### src/rtl/system_0_onchip_mem_arbiter.sv
// Two-master round-robin arbiter in front of a single-port 1-cycle-latency on-chip RAM.
// Optional grant locking is enabled by defining SYSTEM_0_ONCHIP_ARB_LOCK_EN.
module system_0_onchip_mem_arbiter #(
    parameter int DEPTH = 3840,
    parameter int AW    = 12,
    parameter int DW    = 32
) (
    input  logic              clk,
    input  logic              reset,
    input  logic [AW-1:0]     m0_address,
    input  logic [DW/8-1:0]   m0_byteenable,
    input  logic              m0_read,
    input  logic              m0_write,
    input  logic [DW-1:0]     m0_writedata,
    output logic              m0_waitrequest,
    output logic [DW-1:0]     m0_readdata,
    output logic              m0_readdatavalid,
    input  logic [AW-1:0]     m1_address,
    input  logic [DW/8-1:0]   m1_byteenable,
    input  logic              m1_read,
    input  logic              m1_write,
    input  logic [DW-1:0]     m1_writedata,
    output logic              m1_waitrequest,
    output logic [DW-1:0]     m1_readdata,
    output logic              m1_readdatavalid,
`ifdef SYSTEM_0_ONCHIP_ARB_LOCK_EN
    input  logic              m0_lock,
    input  logic              m1_lock,
`endif
    output logic [AW-1:0]     mem_address,
    output logic [DW/8-1:0]   mem_byteenable,
    output logic              mem_chipselect,
    output logic              mem_write,
    output logic [DW-1:0]     mem_writedata,
    output logic              mem_clken,
    input  logic [DW-1:0]     mem_readdata
);

    localparam int BW = DW / 8;

    logic [AW-1:0] w_addr  [2];
    logic [BW-1:0] w_be    [2];
    logic [DW-1:0] w_wdata [2];
    logic [1:0]    w_rd;
    logic [1:0]    w_wr;
    logic [1:0]    w_req;
    logic [1:0]    w_rr_grant;
    logic [1:0]    w_grant;
    logic [1:0]    w_wait;
    logic [1:0]    w_rdv;
    logic          w_gidx;
    logic          w_any;
    logic          w_sel_wr;
    logic          w_sel_rd;
    logic          w_oor;
    logic [AW-1:0] w_sel_addr;
    logic [DW-1:0] w_rdata;

    logic          r_last_grant;
    logic          r_rd_pend;
    logic          r_rd_owner;
    logic          r_rd_oor;

    assign w_addr[0]  = m0_address;
    assign w_addr[1]  = m1_address;
    assign w_be[0]    = m0_byteenable;
    assign w_be[1]    = m1_byteenable;
    assign w_wdata[0] = m0_writedata;
    assign w_wdata[1] = m1_writedata;
    assign w_rd       = {m1_read, m0_read};
    assign w_wr       = {m1_write, m0_write};

    // Per-master request, stall and read-valid; valid is masked during reset so
    // a read pending across a reset edge never reports.
    generate
        for (genvar gi = 0; gi < 2; gi++) begin : g_master
            assign w_req[gi]  = w_rd[gi] | w_wr[gi];
            assign w_wait[gi] = reset | (w_req[gi] & ~w_grant[gi]);
            assign w_rdv[gi]  = r_rd_pend & (r_rd_owner == gi[0]) & ~reset;
        end
    endgenerate

    always_comb begin
        w_rr_grant = w_req;
        if (w_req == 2'b11) begin
            w_rr_grant = r_last_grant ? 2'b01 : 2'b10;
        end
    end

`ifdef SYSTEM_0_ONCHIP_ARB_LOCK_EN
    logic [1:0] w_lock;
    logic       r_lock_act;
    logic       r_lock_own;

    assign w_lock = {m1_lock, m0_lock};

    // A locked owner keeps the bus; if it idles with lock still high nobody is granted.
    always_comb begin
        w_grant = w_rr_grant;
        if (r_lock_act) begin
            if (w_req[r_lock_own]) begin
                w_grant = r_lock_own ? 2'b10 : 2'b01;
            end else if (w_lock[r_lock_own]) begin
                w_grant = 2'b00;
            end
        end
        if (reset) begin
            w_grant = 2'b00;
        end
    end

    always_ff @(posedge clk) begin
        if (reset) begin
            r_lock_act <= 1'b0;
            r_lock_own <= 1'b0;
        end else if (w_any) begin
            r_lock_act <= w_lock[w_gidx];
            r_lock_own <= w_gidx;
        end else if (r_lock_act && !w_lock[r_lock_own]) begin
            r_lock_act <= 1'b0;
        end
    end
`else
    always_comb begin
        w_grant = w_rr_grant;
        if (reset) begin
            w_grant = 2'b00;
        end
    end
`endif

    assign w_gidx     = w_grant[1];
    assign w_any      = |w_grant;
    assign w_sel_addr = w_addr[w_gidx];
    assign w_sel_wr   = w_wr[w_gidx];
    // Simultaneous read+write is treated as a write with no read response.
    assign w_sel_rd   = w_rd[w_gidx] & ~w_sel_wr;
    assign w_oor      = {1'b0, w_sel_addr} >= (AW+1)'(DEPTH);

    assign mem_address    = w_sel_addr;
    assign mem_byteenable = w_sel_rd ? {BW{1'b1}} : w_be[w_gidx];
    assign mem_writedata  = w_wdata[w_gidx];
    assign mem_chipselect = w_any & ~w_oor;
    assign mem_write      = w_any & w_sel_wr;
    assign mem_clken      = 1'b1;

    always_ff @(posedge clk) begin
        if (reset) begin
            r_last_grant <= 1'b1;
            r_rd_pend    <= 1'b0;
            r_rd_owner   <= 1'b0;
            r_rd_oor     <= 1'b0;
        end else begin
            if (w_any) begin
                r_last_grant <= w_gidx;
            end
            r_rd_pend <= w_any & w_sel_rd;
            if (w_any && w_sel_rd) begin
                r_rd_owner <= w_gidx;
                r_rd_oor   <= w_oor;
            end
        end
    end

    // Out-of-range reads never strobed the RAM, so its output is stale and must be masked.
    assign w_rdata = r_rd_oor ? '0 : mem_readdata;

    assign m0_waitrequest   = w_wait[0];
    assign m1_waitrequest   = w_wait[1];
    assign m0_readdatavalid = w_rdv[0];
    assign m1_readdatavalid = w_rdv[1];
    assign m0_readdata      = w_rdata;
    assign m1_readdata      = w_rdata;

endmodule

### config.mk
export PLATFORM = sky130hd
export DESIGN_NAME = system_0_onchip_mem_arbiter
export DESIGN_NICKNAME = d
export VERILOG_FILES = /design/src/rtl/system_0_onchip_mem_arbiter.sv
export SDC_FILE = /design/constraint.sdc
export NUM_CORES = 1
export LEC_CHECK = 0
export BUFFER_PORTS_ARGS = -buffer_cell sky130_fd_sc_hd__buf_2
export CORE_AREA = 2 2 99 101
export CTS_CLUSTER_SIZE = 25
export DETAILED_ROUTE_END_ITERATION = 8
export DIE_AREA = 0 0 101 103
export PLACE_DENSITY = 0.57
export SYNTH_ARGS = -nofsm -noshare
export SYNTH_HDL_FRONTEND = slang
export SYNTH_SLANG_ARGS = --single-unit
### constraint.sdc
create_clock -name clk -period 1.9 [get_ports clk]
set_input_delay 0.19 -clock clk [delete_from_list [all_inputs] [get_ports clk]]
set_output_delay 0.19 -clock clk [all_outputs]
set_load 0.005 [all_outputs]
==> summary by stage <==
Outcome
The flow ran to the end, and the final reports show no timing, DRC or antenna violations.

Logic synthesis
The mean instance size in the synthesized netlist is 8.11 µm². In the synthesized netlist the async set-or-reset flop fraction comes to 0. The synthesized design spends more area on one cell type than any other, namely sky130_fd_sc_hd__mux2_2. Yosys printed 0 warnings. After synthesis, the cell types taking the most area are sky130_fd_sc_hd__mux2_2 (36%), sky130_fd_sc_hd__buf_4 (20%), sky130_fd_sc_hd__nor2b_1 (15%). The netlist uses 26 different library cells. The gate count of the mapped netlist is 169.

The share of synthesized area in the top cell type comes to 0.362. The count of flip-flops with a built-in enable after synthesis is 0. The synthesized net count is 303.

Among all flip-flop cells after synthesis, the most frequent one is sky130_fd_sc_hd__dfxtp_1. The register bit total from synthesis is 4. The cell area that synthesis handed to floorplanning was 0.00137 mm². For this run, the register share of the synthesized area comes to 0.0584.

Worst setup path
In this design, the stage delay of the slowest critical-path cell is 0.34 ns. STA classifies the critical path endpoint as a primary output. The critical path's slowest cell is sky130_fd_sc_hd__mux2_2. Walking the worst path, the cells encountered are o21a_1, nor3_4, buf_12, buf_12, buf_4, mux2_2, buf_2. The required arrival time at the worst endpoint is 1.71 ns.

The data arrival at the endpoint of the critical path is 1.69 ns. The critical path in this run is classified as register to primary output. Counting stages on the worst path, the most repeated cell is sky130_fd_sc_hd__buf_12.

STA classifies the critical path startpoint as a register. Of all nets on the critical path, the largest fanout is 7.

Routing
The wire length after detailed routing is 7190 µm. The met2 wire length is 3680 µm. In this run, the number of DRC markers left after iteration 0 of detailed routing was 45. In the routed design, unresolved DRC markers number 0. For this block, the via count after detailed routing is 2104. The number of search-and-repair iterations in the first detailed-routing pass is 4. In the final routed layout, each cell accounts on average for 14.1 µm. The detail route stage leaves a number of antenna-violating nets equal to 0.

The wire length on met3 is 720 µm. The highest layer used for signal routing is met4. The via density per instance is 4.13. The sum of routed wire segments on met1 is 2750 µm.

Timing
Between clock sinks in the finished design, the worst skew comes to 0.000906 ns. The total count of hold-check failures in the final report was 0. The pin slew with the least headroom to its limit is 0.620 ns. Of the available clock period, the critical path in the final layout requires 0.992. The post-route minimum period is 1.88 ns. Timing would allow up to 531 MHz. Setup repair after global routing could not meet its margin everywhere.

Setup violations remaining at the end of the flow were counted as 0. Headroom to the max-slew limit came out at 0.584. Hold timing on the final database bottoms out at a slack of 0.309 ns. The number of max-slew violations in the final report is 0.

Die
The floorplan step defined a die boundary enclosing 0.0104 mm². The I/O pin count is 253. The floorplan step set the die height to 103 µm.

The core box area is 0.00946 mm². The x dimension of the die is 101 µm. The initial standard-cell utilization of the core is 0.145. The initialized floorplan defines 36 standard-cell rows.

CTS
The clock latency of the later-clocked register in the worst-skew pair is 0.22 ns. The depth of the CTS H-tree is 1. The largest buffer count on any clock path is 2.

The tree is rooted in a sky130_fd_sc_hd__clkbuf_8. After clock tree synthesis, the flow added hold-fix buffers numbering 0. The TritonCTS sink count is 4.

After clock tree synthesis, the clock-pin slew on the worst setup and hold paths is 0.03 ns. The CTS tree is done. The number of CTS-inserted buffers is 3.

Placement
Routability-driven placement finished with a final weighted congestion of 0.929. Counting tap cells, the placed design contains a total of 502 instances. During placement, the flow inserted port buffers numbering 251.

The sum of net half-perimeters after detailed placement is 6080 µm.

Cells and area
The number of filler cells placed in the layout is 1028. The antenna diode count is 0. The final-stage net count is 532. Of the cells placed in the final design, the portion with a size suffix greater than 1 is 0.801. Once layout is complete, the cells apart from fillers number 510.

The signed area change from the synthesized netlist to the final layout is 103%.

Power and ir drop
The power per cell area is 363 mW/mm². After layout, the design draws a total of 1.01 mW. The maximum VDD drop is 147 µV. In this run the static leakage power is 1.58 nW.

Global routing
The initial antenna violation count was 0. The largest net degree at the start of global routing is 34. The via count of the first global-routing pass is 1800. For this run, the total global-route usage over all layers was measured as 0.115. After global routing the overflow that remains totals 0. The global-route wire length before repair is 9190 µm.

Flow run
The number of max-capacitance violations reported is 0.

Worst hold path
The type of the worst min-delay path is primary input to register.
synth_stat cells (all sizes together) (2+ instances only):
library cell  number
buf               39
o21bai             3
nor3               4
a21oi              3
nor3b              2
and3b              2
dfxtp              4
mux2              44
nor2b             32
mux2i              5
nor2               4
nand4              2
o21a               2
nand2              7
clkbuf             5
inv                4
repair_timing:
item                                    4_1_cts  5_1_grt
gates resized for setup                       3       19
pin swaps                                     1        0
setup buffers                                 2        1
gates cloned                                  2        0
endpoints found under the setup margin       17       31
final cells by class:
cell class / instances / area [µm²] / share of cell area
Clock buffer: 3 / 41.3 / 0.0149
Inverter: 4 / 15.0 / 0.00541
Multi-Input combinational cell: 117 / 996 / 0.359
Sequential cell: 4 / 81.3 / 0.0293
Tap cell: 114 / 143 / 0.0514
Timing Repair Buffer: 268 / 1500 / 0.541
kinds of logic after synthesis:
kind of cell / count (synthesis) / share of synthesized area
simple gates: 55 / 0.241
mux: 49 / 0.398
buf+inv: 48 / 0.239
compound gates: 12 / 0.0603
flops: 4 / 0.0584
other cells: 1 / 0.00274
where the power goes:
part	total, mW	switching (mW)	internal [mW]
logic	0.735	0.307	0.428
registers	0.0934	0.00232	0.0910
clock network	0.181	0.0457	0.135
total	1.01	0.355	0.654
stage by stage:
step                cell area, µm²  setup WS (ns)  setup TNS [ns]   util
detailed placement            2560         0.0656               0  0.271
finish                        2780         0.0161               0  0.294
global route                  2780        -0.0546           -1.06  0.294
global placement              2560          0.114               0  0.271
floorplan                     1370          0.384               0      -
CTS                           2690       0.000770               0  0.284
cell usage in the layout (no fill, tap or decap), drive strengths merged, types with 4 or more instances in the layout:
master and instances:
nor2b 32, buf 268, mux2i 5, nor3 4, inv 4, dfxtp 4
nor2 4, mux2 44, nand2 7
worst paths after layout:
path                        startpoint  slack, ns  depth (start not counted)                 endpoint
max          r_last_grant$_SDFFE_PP1N_       0.02                          7         mem_writedata[4]
min                              reset       0.31                          2     r_rd_pend$_SDFF_PP0_
min reg2reg    r_rd_owner$_SDFFE_PP0P_       0.47                          2  r_rd_owner$_SDFFE_PP0P_
max reg2reg  r_last_grant$_SDFFE_PP1N_       0.32                          5    r_rd_oor$_SDFFE_PP0P_
layer usage:
metal,vias up,GRT usage
li1,1000,-
met1,940,0.141
met2,159,0.217
met3,5,0.0190
met4,0,0.0125
met5,-,0
state kept, by name (all words and copies together) (netlist names):
name          cells
r_rd_owner        1
r_last_grant      1
r_rd_pend         1
r_rd_oor          1
critical path: cells and delay by family (launching register included):
| family | cells | cell delay, ns |
|---|---|---|
| flip-flops | 1 | 0.31 |
| AO/OA/AOI/OAI | 1 | 0.13 |
| multiplexers | 1 | 0.34 |
| AND/OR/NAND/NOR | 1 | 0.16 |
| buffers and inverters | 4 | 0.55 |
Note: power is estimated with default switching activity, not from simulation.
